$ cat config.mk
export PLATFORM = sky130hd
export DESIGN_NAME = hazard_controller
export DESIGN_NICKNAME = d
export VERILOG_FILES = /design/src/rtl/hazard_controller.sv
export SDC_FILE = /design/constraint.sdc
export NUM_CORES = 1
export LEC_CHECK = 0
export BUFFER_PORTS_ARGS = -buffer_cell sky130_fd_sc_hd__buf_4
export CORE_AREA = 2 2 43 45
export CTS_CLUSTER_DIAMETER = 50
export CTS_CLUSTER_SIZE = 16
export DETAILED_ROUTE_END_ITERATION = 16
export DIE_AREA = 0 0 45 47
export PLACE_DENSITY = 0.78
export SETUP_SLACK_MARGIN = 0.4
export SLEW_MARGIN = 5
export SYNTH_ARGS = -nofsm -noshare
export SYNTH_HDL_FRONTEND = slang
export SYNTH_SLANG_ARGS = --single-unit
export TNS_END_PERCENT = 10
$ cat constraint.sdc
create_clock -name clk -period 4.4 [get_ports clk]
set_clock_uncertainty 0.05 [all_clocks]
set_input_delay 0.44 -clock clk [delete_from_list [all_inputs] [get_ports clk]]
set_output_delay 0.44 -clock clk [all_outputs]
set_load 0.02 [all_outputs]
$ cat src/rtl/hazard_controller.sv
// hazard_controller: load-use / branch / mul-div stall and flush control; HAZARD_PERF_EN adds the stall counter.
module hazard_controller #(
    parameter int MD_TIMEOUT = 64,
    parameter int CNT_W      = 16
) (
    input  logic             clk,
    input  logic             reset,
    input  logic [4:0]       id_rs1,
    input  logic [4:0]       id_rs2,
    input  logic             id_uses_rs1,
    input  logic             id_uses_rs2,
    input  logic [4:0]       ex_rd,
    input  logic             ex_mem_read,
    input  logic             ex_muldiv,
    input  logic             branch_taken,
    input  logic             muldiv_done,
    output logic             muldiv_start,
    output logic             pc_write,
    output logic             ifid_write,
    output logic             idex_write,
    output logic             ifid_flush,
    output logic             idex_flush,
    output logic             exmem_bubble,
    output logic             md_timeout,
    output logic [CNT_W-1:0] stall_count
);
    localparam int MW = $clog2(MD_TIMEOUT + 1);

    typedef enum logic {RUN, MD_WAIT} state_t;

    state_t        state, state_n;
    logic [MW-1:0] md_cnt;
    logic          lu, md_last, run, md_hold, br, lus;

    assign lu = ex_mem_read & (ex_rd != 5'd0) &
                ((id_uses_rs1 & (id_rs1 == ex_rd)) | (id_uses_rs2 & (id_rs2 == ex_rd)));
    assign md_last = md_cnt == MW'(MD_TIMEOUT - 1);
    assign run     = state == RUN;

    always_ff @(posedge clk) begin
        if (reset) begin
            state      <= RUN;
            md_cnt     <= '0;
            md_timeout <= 1'b0;
        end else begin
            state  <= state_n;
            md_cnt <= run ? '0 : md_cnt + MW'(1);
            if (!run && !muldiv_done && md_last)
                md_timeout <= 1'b1;
        end
    end

    always_comb begin
        state_n = run ? (ex_muldiv ? MD_WAIT : RUN) : ((muldiv_done | md_last) ? RUN : MD_WAIT);
    end

    // reset forces flushes and drops every enable, independent of state
    always_comb begin
        md_hold      = run ? ex_muldiv : !(muldiv_done | md_last);
        br           = run & !ex_muldiv & branch_taken;
        lus          = run & !ex_muldiv & !branch_taken & lu;
        muldiv_start = !reset & run & ex_muldiv;
        pc_write     = !reset & !md_hold & !lus;
        ifid_write   = !reset & !md_hold & !lus;
        idex_write   = !reset & !md_hold;
        exmem_bubble = !reset & md_hold;
        ifid_flush   = reset | br;
        idex_flush   = reset | br | lus;
    end

`ifdef HAZARD_PERF_EN
    always_ff @(posedge clk) begin
        if (reset)
            stall_count <= '0;
        else if (!pc_write && stall_count != '1)
            stall_count <= stall_count + CNT_W'(1);
    end
`else
    assign stall_count = '0;
`endif
endmodule
==> load_flow_metrics.sql, run 1 <==
INSERT INTO impl_metrics (metric_group, metric, value, unit) VALUES
('synthesis', 'synthArstFlopShare', '0', '%'),
('final_layout', 'fraction_of_layout_cells_with_a_size_suffix_above_1', '34.5', '%'),
('power', 'p_int', '0.147', 'mW'),
('final_layout', 'area_growth', '30.2', '%'),
('clock_tree', 'cts_hold_buf', '0', ''),
('grt', 'global_route.usage.total', '12.1', '%'),
('grt', 'grt_start_max_net_pins', '8', ''),
('synthesis', 'combinational_family_with_the_most_area_after_synthesis', 'simple AND/OR/NAND/NOR gates', ''),
('placed_design', 'place_hpwl', '1110', 'um'),
('power', 'power_per_cell_area', '241', 'mW/mm^2'),
('routing', 'via_cell_ratio', '4.54', ''),
('routing', 'detailedRoute.firstIterationViolations', '3', ''),
('critical_path', 'rr_worst_depth', '5', ''),
('clock_tree', 'clk_path_buf_depth', '2', ''),
('placed_design', 'buffer_ports.inserted', '30', ''),
('power', 'max_ir_drop_vdd', '168', 'uV'),
('critical_path', 'start_kind', 'flop', ''),
('sta', 'holdWs', '350', 'ps'),
('critical_path', 'crit_type', 'flop to primary output', ''),
('critical_path', 'critical_path_peak_fanout', '3', ''),
('synthesis', 'synth_simple_gate_area_share', '21.8', '%'),
('synthesis', 'synth-xor-area-share', '17.1', '%'),
('synthesis', 'synth_adder_area_share', '1.88', '%'),
('synthesis', 'synth_mux_area_share', '0', '%'),
('grt', 'first_global_vias', '473', ''),
('sta', 'grt_setup_unrepaired', 'false', ''),
('clock_tree', 'clock_sinks', '9', ''),
('critical_path', 'required_time_worst_endpoint', '3910', 'ps'),
('synthesis', 'ys_types', '25', ''),
('clock_tree', 'clock_tree.root_cell', 'sky130_fd_sc_hd__clkbuf_4', ''),
('placed_design', 'placedCellCount', '126', ''),
('synthesis', 'syn-cell-area', '667', 'um^2'),
('final_layout', 'stdcell_count', '130', ''),
('final_layout', 'final_nets', '138', ''),
('floorplanning', 'die_y', '47', 'um'),
('floorplanning', 'floorplan.die.width', '45', 'um'),
('routing', 'detail-route-antenna-nets', '0', ''),
('final_layout', 'antennaDiodeCount', '0', ''),
('grt', 'overflow', '0', ''),
('flow_run', 'drv.max_cap_violation_count', '0', ''),
('synthesis', 'synth-seq-cells', '9', ''),
('min_path', 'min-delay-path-class', 'input pin to flop', ''),
('placed_design', 'place_congestion', '0.750', ''),
('routing', 'detail_route.first_pass.iterations', '2', ''),
('synthesis', 'synth_enable_flop_cells', '0', ''),
('sta', 'fin_tns_setup', '0', 'ps'),
('power', 'pwr-share-clk', '29.5', '%'),
('power', 'net-switching-power', '0.0622', 'mW'),
('routing', 'detail_route.wirelength', '1300', 'um'),
('routing', 'routedWlPerCell', '10.0', 'um'),
('floorplanning', 'design.die.area', '0.00212', 'mm^2'),
('critical_path', 'worst_ep_arrival_time', '1860', 'ps'),
('sta', 'finalCriticalPeriod', '2350', 'ps'),
('sta', 'setup_viol', '0', ''),
('floorplanning', 'floorplan.rows', '15', ''),
('critical_path', 'timing.critical_path.to_type', 'primary output', ''),
('sta', 'slew_viol_final', '0', ''),
('clock_tree', 'ctsResizeCount', '0', ''),
('synthesis', 'synth-compound-area-share', '12.0', '%'),
('sta', 'final_hold_viol_count', '0', ''),
('sta', 'max_freq', '426', 'MHz'),
('synthesis', 'netlist_instances', '81', ''),
('routing', 'drc', '0', ''),
('clock_tree', 'numCtsBuffers', '3', ''),
('power', 'design_power', '0.209', 'mW'),
('floorplanning', 'start_util', '40.4', '%'),
('synthesis', 'warning_count_from_the_yosys_run', '0', ''),
('synthesis', 'postSynthAreaPerCell', '8.23', 'um^2'),
('grt', 'grt_pass1_wl', '1810', 'um'),
('clock_tree', 'cts.htree.levels', '1', ''),
('clock_tree', 'clock_tree_from_tritoncts', 'done', ''),
('routing', 'vias', '590', ''),
('power', 'switching_share', '29.8', '%'),
('synthesis', 'synth_seq_area_share', '27.0', '%'),
('sta', 'period_share', '53.4', '%'),
('floorplanning', 'pin_count', '47', ''),
('clock_tree', 'clk_pin_slew_worst_paths', '50', 'ps'),
('power', 'combinationalPowerShare', '30.5', '%'),
('clock_tree', 'cts_setup_buffers', '0', ''),
('run_status', 'outcome', 'complete, no violations', ''),
('synthesis', 'synth_ff_type', 'sky130_fd_sc_hd__dfxtp_1', ''),
('power', 'leakagePower', '0.389', 'nW'),
('grt', 'initial_antenna_violation_count', '0', ''),
('floorplanning', 'placeableCoreArea', '0.00165', 'mm^2'),
('clock_tree', 'clk_latency', '260', 'ps'),
('power', 'p_seq_share', '40.1', '%'),
('min_path', 'holdPathStages', '2', '');
## cell usage in the layout, fill, tap and decap left out, types with 2 or more instances in the layout
master                     Yosys  final
sky130_fd_sc_hd__nand4_1       2      2
sky130_fd_sc_hd__dfxtp_1       9      9
sky130_fd_sc_hd__o21ai_0       2      2
sky130_fd_sc_hd__conb_1        1     16
sky130_fd_sc_hd__buf_4        17     30
sky130_fd_sc_hd__xnor2_1      11     11
sky130_fd_sc_hd__clkbuf_4      0      3
sky130_fd_sc_hd__xor2_1        2      2
sky130_fd_sc_hd__nor2b_1       3      3
sky130_fd_sc_hd__nor2_1       10     10
sky130_fd_sc_hd__nand3_1       2      2
sky130_fd_sc_hd__a21o_1        2      2
sky130_fd_sc_hd__nor3_1        2      2
sky130_fd_sc_hd__nand2_1       2      2
sky130_fd_sc_hd__a21oi_1       5      5
## synth_stat cells (2+ instances only)
library cell,count,area share [%]
sky130_fd_sc_hd__buf_4,17,19
sky130_fd_sc_hd__o21ai_0,2,1.5
sky130_fd_sc_hd__nor2_1,10,5.6
sky130_fd_sc_hd__a21o_1,2,2.3
sky130_fd_sc_hd__xnor2_1,11,14
sky130_fd_sc_hd__a21oi_1,5,3.8
sky130_fd_sc_hd__dfxtp_1,9,27
sky130_fd_sc_hd__nor3_1,2,1.5
sky130_fd_sc_hd__nand4_1,2,1.9
sky130_fd_sc_hd__nor2b_1,3,2.8
sky130_fd_sc_hd__nand3_1,2,1.5
sky130_fd_sc_hd__nand2_1,2,1.1
sky130_fd_sc_hd__xor2_1,2,2.6
## cells by family after synthesis
group / after synthesis
AND/OR/NAND/NOR: 27
buffers and inverters: 18
XOR/XNOR: 13
AO/OA/AOI/OAI: 12
flip-flops: 9
adder cells (fa/ha/maj): 1
other: 1
## per-layer routing
metal,up-vias,global-route usage [%],part of all wire (%)
li1,301,-,-
met1,251,12.3,35
met2,36,20.6,48
met3,2,4.23,16
met4,0,8.82,1.5
met5,-,0,0
## registers in the layout, summed over array words and instances, names as in the netlist
register	flops
state	1
md_cnt	7
md_timeout	1
## metrics by stage
stage | setup WS, ps | area, um^2 | util, %
finish | 2050 | 868 | 52.6
CTS | 2040 | 868 | 52.6
floorplan | 1970 | 723 | -
global route | 1910 | 868 | 52.6
detailed placement | 2320 | 842 | 51.0
global placement | 2350 | 842 | 51.0
## layout make-up
class                   count  area, um^2
inverters                   1        3.75
repair buffers             30         225
fillers                   165         783
well taps                  17        21.3
flip-flops and latches      9         180
clock buffers               4        26.3
multi-input cells          69         412
## final timing paths
kind / from / end / slack [ps]
min: reset / state / 350
max: md_cnt[0] / pc_write / 2050
min reg2reg: md_cnt[0] / md_cnt[0] / 400
max reg2reg: md_cnt[0] / state / 2990
## critical path, stage by stage (launching register included)
cell and delay, ps:
sky130_fd_sc_hd__dfxtp_1 350, sky130_fd_sc_hd__ha_1 220, sky130_fd_sc_hd__nand3_2 100, sky130_fd_sc_hd__or3_4 350, sky130_fd_sc_hd__a211oi_2 210, sky130_fd_sc_hd__a21boi_2 220
sky130_fd_sc_hd__buf_4 160
## power by group through the flow
stage	Sequential [mW]	Clock [mW]	Combinational [mW]
floorplan	0.0853	0	0.0479
global placement	0.0854	0	0.0634
detailed placement	0.0855	0	0.0640
CTS	0.0837	0.0634	0.0642
global route	0.0838	0.0674	0.0696
finish	0.0837	0.0616	0.0636
Note: power is estimated with default switching activity, not from simulation.
==> run 2: changes to the inputs <==
--- a/config.mk
+++ b/config.mk
@@ -6,12 +6,12 @@
 export NUM_CORES = 1
 export LEC_CHECK = 0
 export BUFFER_PORTS_ARGS = -buffer_cell sky130_fd_sc_hd__buf_4
-export CORE_AREA = 2 2 43 45
+export CORE_AREA = 2 2 47 49
 export CTS_CLUSTER_DIAMETER = 50
 export CTS_CLUSTER_SIZE = 16
 export DETAILED_ROUTE_END_ITERATION = 16
-export DIE_AREA = 0 0 45 47
-export PLACE_DENSITY = 0.78
+export DIE_AREA = 0 0 49 51
+export PLACE_DENSITY = 0.68
 export SETUP_SLACK_MARGIN = 0.4
 export SLEW_MARGIN = 5
 export SYNTH_ARGS = -nofsm -noshare
==> constraint.sdc (replaced) <==
create_clock -name clk -period 2 [get_ports clk]
set_clock_uncertainty 0.05 [all_clocks]
set_input_delay 0.2 -clock clk [delete_from_list [all_inputs] [get_ports clk]]
set_output_delay 0.2 -clock clk [all_outputs]
set_load 0.02 [all_outputs]
==> run 2 against run 1 <==
Sequential share of layout area shrank 2.0 points. Wire length up 10%. Non-clock buffer count rose by 7. Largest cell class unchanged. Register-to-register slack worse by 2400 ps. Die area grew 18%. Combinational power rose by 150%. Sequential power rose by 120%. Highest routed layer unchanged. Critical path depth is the same. Global-route usage decreased by 1.0 points. Cell area increased by 14%. Cell count is 14% higher.
==> load_flow_metrics.sql, run 2 (synthesis gave the netlist of run 1 again) <==
INSERT INTO impl_metrics (metric_group, metric, value, unit) VALUES
('run_status', 'outcome', 'complete, no violations', ''),
('final_layout', 'reg.largest.list', 'md_cnt x7, md_timeout x1, state x1', ''),
('sta', 'holdWs', '108', 'ps'),
('clock_tree', 'clk_pin_slew_worst_paths', '70', 'ps'),
('final_layout', 'commonest_non_fill_non_tap_cells_in_the_layout', 'sky130_fd_sc_hd__buf_4 (34), sky130_fd_sc_hd__conb_1 (16), sky130_fd_sc_hd__xnor2_1 (11)', ''),
('clock_tree', 'clock_tree_from_tritoncts', 'done', ''),
('sta', 'max_freq', '503', 'MHz'),
('critical_path', 'critical_path.cell_chain', 'ha_4, nand3_2, or3_4, a211oi_4, a21boi_4, buf_6', ''),
('final_layout', 'antennaDiodeCount', '0', ''),
('grt', 'grt_pass1_wl', '2250', 'um'),
('floorplanning', 'die_y', '51', 'um'),
('routing', 'detail_route.first_pass.iterations', '4', ''),
('critical_path', 'path_depth', '6', ''),
('critical_path', 'worst_r2r_endpoint', 'state', ''),
('power', 'power_per_cell_area', '487', 'mW/mm^2'),
('floorplanning', 'start_util', '32.3', '%'),
('sta', 'period_share', '99.3', '%'),
('power', 'p_int', '0.334', 'mW'),
('clock_tree', 'cts.htree.levels', '1', ''),
('routing', 'routedWlPerCell', '9.71', 'um'),
('critical_path', 'cp_slowest_cell', 'sky130_fd_sc_hd__dfxtp_2', ''),
('routing', 'detail-route-antenna-nets', '0', ''),
('floorplanning', 'placeableCoreArea', '0.00206', 'mm^2'),
('placed_design', 'buffer_ports.inserted', '30', ''),
('sta', 'slew_viol_final', '0', ''),
('routing', 'drc', '0', ''),
('floorplanning', 'design.die.area', '0.00250', 'mm^2'),
('clock_tree', 'clk_latency', '260', 'ps'),
('flow_run', 'drv.max_cap_violation_count', '0', ''),
('routing', 'detailedRoute.firstIterationViolations', '6', ''),
('grt', 'overflow', '0', ''),
('final_layout', 'final_common_cell', 'sky130_fd_sc_hd__buf_4', ''),
('min_path', 'hold_start', 'reset', ''),
('power', 'net-switching-power', '0.148', 'mW'),
('final_layout', 'flip_flop_count_of_the_largest_register_after_layout', '7', ''),
('critical_path', 'critical_path.max_stage_delay', '350', 'ps'),
('power', 'leakagePower', '0.429', 'nW'),
('placed_design', 'dp_slack', '165', 'ps'),
('final_layout', 'final_nets', '145', ''),
('power', 'p_seq_share', '38.5', '%'),
('critical_path', 'cp_top_family', 'compound AO/OA/AOI/OAI gates', ''),
('sta', 'setup_viol', '0', ''),
('routing', 'detail_route.wirelength', '1440', 'um'),
('critical_path', 'r2r_setup_slack', '620', 'ps'),
('sta', 'finalCriticalPeriod', '1990', 'ps'),
('routing', 'via_cell_ratio', '4.20', ''),
('routing', 'vias', '622', ''),
('min_path', 'worstHoldEndpoint', 'state', ''),
('grt', 'first_global_vias', '558', ''),
('critical_path', 'path_buf_inv', '1', ''),
('floorplanning', 'pin_count', '47', ''),
('critical_path', 'crit_type', 'flop to primary output', ''),
('critical_path', 'critical_path_peak_fanout', '2', ''),
('sta', 'final_hold_viol_count', '0', ''),
('final_layout', 'fraction_of_layout_cells_with_a_size_suffix_above_1', '45.0', '%'),
('critical_path', 'rr_worst_depth', '6', ''),
('power', 'max_ir_drop_vdd', '413', 'uV'),
('placed_design', 'place_hpwl', '1150', 'um'),
('sta', 'timing.final.ws_setup', '13.2', 'ps'),
('critical_path', 'timing.critical_path.to_type', 'primary output', ''),
('grt', 'global_route.usage.total', '11.1', '%'),
('grt', 'initial_antenna_violation_count', '0', ''),
('critical_path', 'start_kind', 'flop', ''),
('floorplanning', 'floorplan.rows', '17', ''),
('placed_design', 'place_congestion', '0.695', ''),
('critical_path', 'required_time_worst_endpoint', '1750', 'ps'),
('min_path', 'holdPathStages', '2', ''),
('power', 'pwr-share-clk', '29.0', '%'),
('power', 'switching_share', '30.6', '%'),
('power', 'combinationalPowerShare', '32.6', '%'),
('floorplanning', 'floorplan.die.width', '49', 'um'),
('critical_path', 'worst_ep_arrival_time', '1740', 'ps'),
('clock_tree', 'clock_sinks', '9', ''),
('min_path', 'min-delay-path-class', 'input pin to flop', ''),
('grt', 'grt_start_max_net_pins', '8', ''),
('sta', 'grt_setup_unrepaired', 'true', ''),
('final_layout', 'top_register', 'md_cnt', ''),
('critical_path', 'reg2reg_from', 'md_cnt[0]', ''),
('clock_tree', 'clock_tree.root_cell', 'sky130_fd_sc_hd__clkbuf_4', ''),
('clock_tree', 'clk_path_buf_depth', '2', ''),
('final_layout', 'area_growth', '48.2', '%'),
('clock_tree', 'numCtsBuffers', '3', '');
[run 2: power groups by stage]
| stage | clock network, mW | registers [mW] | logic (mW) |
|---|---|---|---|
| after detailed placement | 0 | 0.189 | 0.146 |
| after floorplan | 0 | 0.188 | 0.111 |
| after global routing | 0.153 | 0.185 | 0.170 |
| final | 0.139 | 0.185 | 0.157 |
| after CTS | 0.139 | 0.185 | 0.153 |
| after global placement | 0 | 0.189 | 0.144 |
[run 2: metal layers]
| layer | vias up | part of all wire [%] | global-route usage [%] |
|---|---|---|---|
| met5 | - | 0 | 0 |
| met4 | 0 | 0.84 | 1.43 |
| met3 | 2 | 8.4 | 2.92 |
| met2 | 33 | 51 | 23.1 |
| met1 | 272 | 40 | 11.1 |
| li1 | 315 | - | - |
[run 2: timing repair]
item	CTS	global route
setup endpoints to repair	5	5
resized for setup	2	6
pin swaps	3	3
hold buffers	0	0
setup buffers	6	1
[run 2: how the worst max path moves through the flow]
stage / end / slack, ps / start
floorplan: pc_write / -20 / md_cnt[1]
global placement: pc_write / 210 / md_cnt[0]
detailed placement: pc_write / 170 / md_cnt[0]
CTS: ifid_write / 10 / md_cnt[0]
global route: pc_write / -60 / md_cnt[0]
finish: ifid_write / 10 / md_cnt[0]
[run 2: layout make-up]
cell class | instances | area (um^2)
multi-input combinational | 69 | 449
timing repair buffer | 37 | 289
clock buffer | 4 | 26.3
tap | 28 | 35.0
fill | 200 | 1070
inverter | 1 | 3.75
sequential | 9 | 185
[run 2: through the flow]
stage          instances  cell area [um^2]  TNS, ps  total power [mW]  util (%)
4_1_cts              147               965        0             0.477      46.8
3_5_place_dp         137               886        0             0.335      42.9
5_1_grt              148               988     -121             0.509      47.9
3_3_place_gp         137               886        0             0.333      42.9
6_report             148               988        0             0.482      47.9
2_1_floorplan         96               757    -19.1             0.299         -
==> run 3: changes to the inputs <==
--- a/config.mk
+++ b/config.mk
@@ -7,11 +7,12 @@
 export LEC_CHECK = 0
 export BUFFER_PORTS_ARGS = -buffer_cell sky130_fd_sc_hd__buf_4
 export CORE_AREA = 2 2 47 49
-export CTS_CLUSTER_DIAMETER = 50
+export CTS_CLUSTER_DIAMETER = 200
 export CTS_CLUSTER_SIZE = 16
 export DETAILED_ROUTE_END_ITERATION = 16
 export DIE_AREA = 0 0 49 51
 export PLACE_DENSITY = 0.68
+export RECOVER_POWER = 50
 export SETUP_SLACK_MARGIN = 0.4
 export SLEW_MARGIN = 5
 export SYNTH_ARGS = -nofsm -noshare
==> run 3 against run 2 <==
Worst hold slack hardly changed. Non-clock buffer count unchanged. Setup slack about the same. Largest cell class unchanged. Cell area down 0.38%.
==> load_flow_metrics.sql, run 3 (synthesis gave the netlist of run 1 again) <==
INSERT INTO impl_metrics (metric_group, metric, value, unit) VALUES
('final_layout', 'final_common_cell', 'sky130_fd_sc_hd__buf_4', ''),
('clock_tree', 'cts.htree.levels', '1', ''),
('clock_tree', 'clock_tree.root_cell', 'sky130_fd_sc_hd__clkbuf_4', ''),
('routing', 'detail_route.first_pass.iterations', '4', ''),
('clock_tree', 'numCtsBuffers', '3', ''),
('final_layout', 'flip_flop_count_of_the_largest_register_after_layout', '7', ''),
('sta', 'final_hold_viol_count', '0', ''),
('grt', 'first_global_vias', '558', ''),
('placed_design', 'dp_slack', '165', 'ps'),
('critical_path', 'start_kind', 'flop', ''),
('sta', 'grt_setup_unrepaired', 'true', ''),
('final_layout', 'fraction_of_layout_cells_with_a_size_suffix_above_1', '44.2', '%'),
('grt', 'overflow', '0', ''),
('final_layout', 'final_nets', '145', ''),
('floorplanning', 'floorplan.rows', '17', ''),
('placed_design', 'buffer_ports.inserted', '30', ''),
('critical_path', 'required_time_worst_endpoint', '1750', 'ps'),
('critical_path', 'crit_type', 'flop to primary output', ''),
('routing', 'vias', '622', ''),
('power', 'max_ir_drop_vdd', '413', 'uV'),
('placed_design', 'place_congestion', '0.695', ''),
('sta', 'fin_tns_setup', '0', 'ps'),
('floorplanning', 'pin_count', '47', ''),
('min_path', 'holdPathStages', '2', ''),
('sta', 'slew_viol_final', '0', ''),
('final_layout', 'antennaDiodeCount', '0', ''),
('min_path', 'min-delay-path-class', 'input pin to flop', ''),
('power', 'leakagePower', '0.425', 'nW'),
('routing', 'detail_route.wirelength', '1430', 'um'),
('final_layout', 'finalCoreUtilization', '47.7', '%'),
('sta', 'finalCriticalPeriod', '1990', 'ps'),
('floorplanning', 'floorplan.die.width', '49', 'um'),
('critical_path', 'worst_ep_arrival_time', '1740', 'ps'),
('critical_path', 'r2r_setup_slack', '620', 'ps'),
('routing', 'detail-route-antenna-nets', '0', ''),
('routing', 'drc', '0', ''),
('flow_run', 'drv.max_cap_violation_count', '0', ''),
('min_path', 'worstHoldEndpoint', 'state', ''),
('critical_path', 'critical_path_peak_fanout', '2', ''),
('final_layout', 'area_growth', '47.7', '%'),
('critical_path', 'timing.critical_path.to_type', 'primary output', ''),
('power', 'power_per_cell_area', '489', 'mW/mm^2'),
('floorplanning', 'placeableCoreArea', '0.00206', 'mm^2'),
('routing', 'routedWlPerCell', '9.69', 'um'),
('critical_path', 'worst_r2r_endpoint', 'state', ''),
('clock_tree', 'cts_hold_buf', '0', ''),
('sta', 'timing.final.ws_setup', '13.2', 'ps'),
('power', 'design_power', '0.481', 'mW'),
('routing', 'via_cell_ratio', '4.20', ''),
('run_status', 'outcome', 'complete, no violations', ''),
('final_layout', 'reg.largest.list', 'md_cnt x7, md_timeout x1, state x1', ''),
('final_layout', 'commonest_non_fill_non_tap_cells_in_the_layout', 'sky130_fd_sc_hd__buf_4 (33), sky130_fd_sc_hd__conb_1 (16), sky130_fd_sc_hd__xnor2_1 (11)', ''),
('critical_path', 'reg2reg_from', 'md_cnt[0]', ''),
('grt', 'grt_start_max_net_pins', '8', ''),
('routing', 'detailedRoute.firstIterationViolations', '6', ''),
('placed_design', 'placed_cell_area', '886', 'um^2'),
('grt', 'grt_pass1_wl', '2250', 'um'),
('min_path', 'hold_start', 'reset', ''),
('sta', 'setup_viol', '0', ''),
('floorplanning', 'die_y', '51', 'um'),
('critical_path', 'rr_worst_depth', '6', ''),
('clock_tree', 'clock_tree_from_tritoncts', 'done', ''),
('clock_tree', 'clk_path_buf_depth', '2', ''),
('clock_tree', 'clock_sinks', '9', ''),
('final_layout', 'top_register', 'md_cnt', ''),
('grt', 'initial_antenna_violation_count', '0', ''),
('grt', 'global_route.usage.total', '11.1', '%'),
('clock_tree', 'clk_pin_slew_worst_paths', '70', 'ps'),
('placed_design', 'place_hpwl', '1150', 'um'),
('floorplanning', 'design.die.area', '0.00250', 'mm^2'),
('clock_tree', 'clk_latency', '260', 'ps'),
('floorplanning', 'start_util', '32.3', '%'),
('sta', 'period_share', '99.3', '%'),
('sta', 'max_freq', '503', 'MHz'),
('final_layout', 'final_cell_area', '985', 'um^2');
[run 3: area by class of cell]
class	count	area [um^2]
fillers	200	1080
multi-input cells	69	449
repair buffers	37	285
flip-flops and latches	9	185
well taps	28	35.0
clock buffers	4	26.3
inverters	1	3.75
[run 3: critical path, stage by stage, from the launching register on]
cell and delay (ps):
sky130_fd_sc_hd__dfxtp_2 350, sky130_fd_sc_hd__ha_4 140, sky130_fd_sc_hd__nand3_2 60, sky130_fd_sc_hd__or3_4 350, sky130_fd_sc_hd__a211oi_4 220, sky130_fd_sc_hd__a21boi_4 230
sky130_fd_sc_hd__buf_6 140
[run 3: layer usage]
metal,global-route usage [%],share of wire [%],vias to the layer above
li1,-,-,315
met1,11.1,39,272
met2,23.1,51,33
met3,2.92,8.7,2
met4,1.43,0.84,0
met5,0,0,-
[run 3: power breakdown]
part	internal, mW	switching, mW
Clock	0.0767	0.0626
Sequential	0.183	0.00274
Combinational	0.0748	0.0821
[run 3: how the worst max path moves through the flow]
stage	from	to	slack [ps]	depth (start not counted)
global route	md_cnt[0]	pc_write	-60	6
CTS	md_cnt[0]	ifid_write	10	6
global placement	md_cnt[0]	pc_write	210	6
finish	md_cnt[0]	ifid_write	10	6
floorplan	md_cnt[1]	pc_write	-20	6
detailed placement	md_cnt[0]	pc_write	170	6
[run 3: per-stage QoR]
step	std cells	hold slack, ps
floorplan	96	222
global placement	137	376
detailed placement	137	386
CTS	147	120
global route	148	126
finish	148	108
[run 3: what timing repair did]
| action | 4_1_cts | 5_1_grt |
|---|---|---|
| setup buffers | 6 | 1 |
| pin swaps | 3 | 3 |
| endpoints found under the setup margin | 5 | 5 |
| gates resized for setup | 2 | 6 |
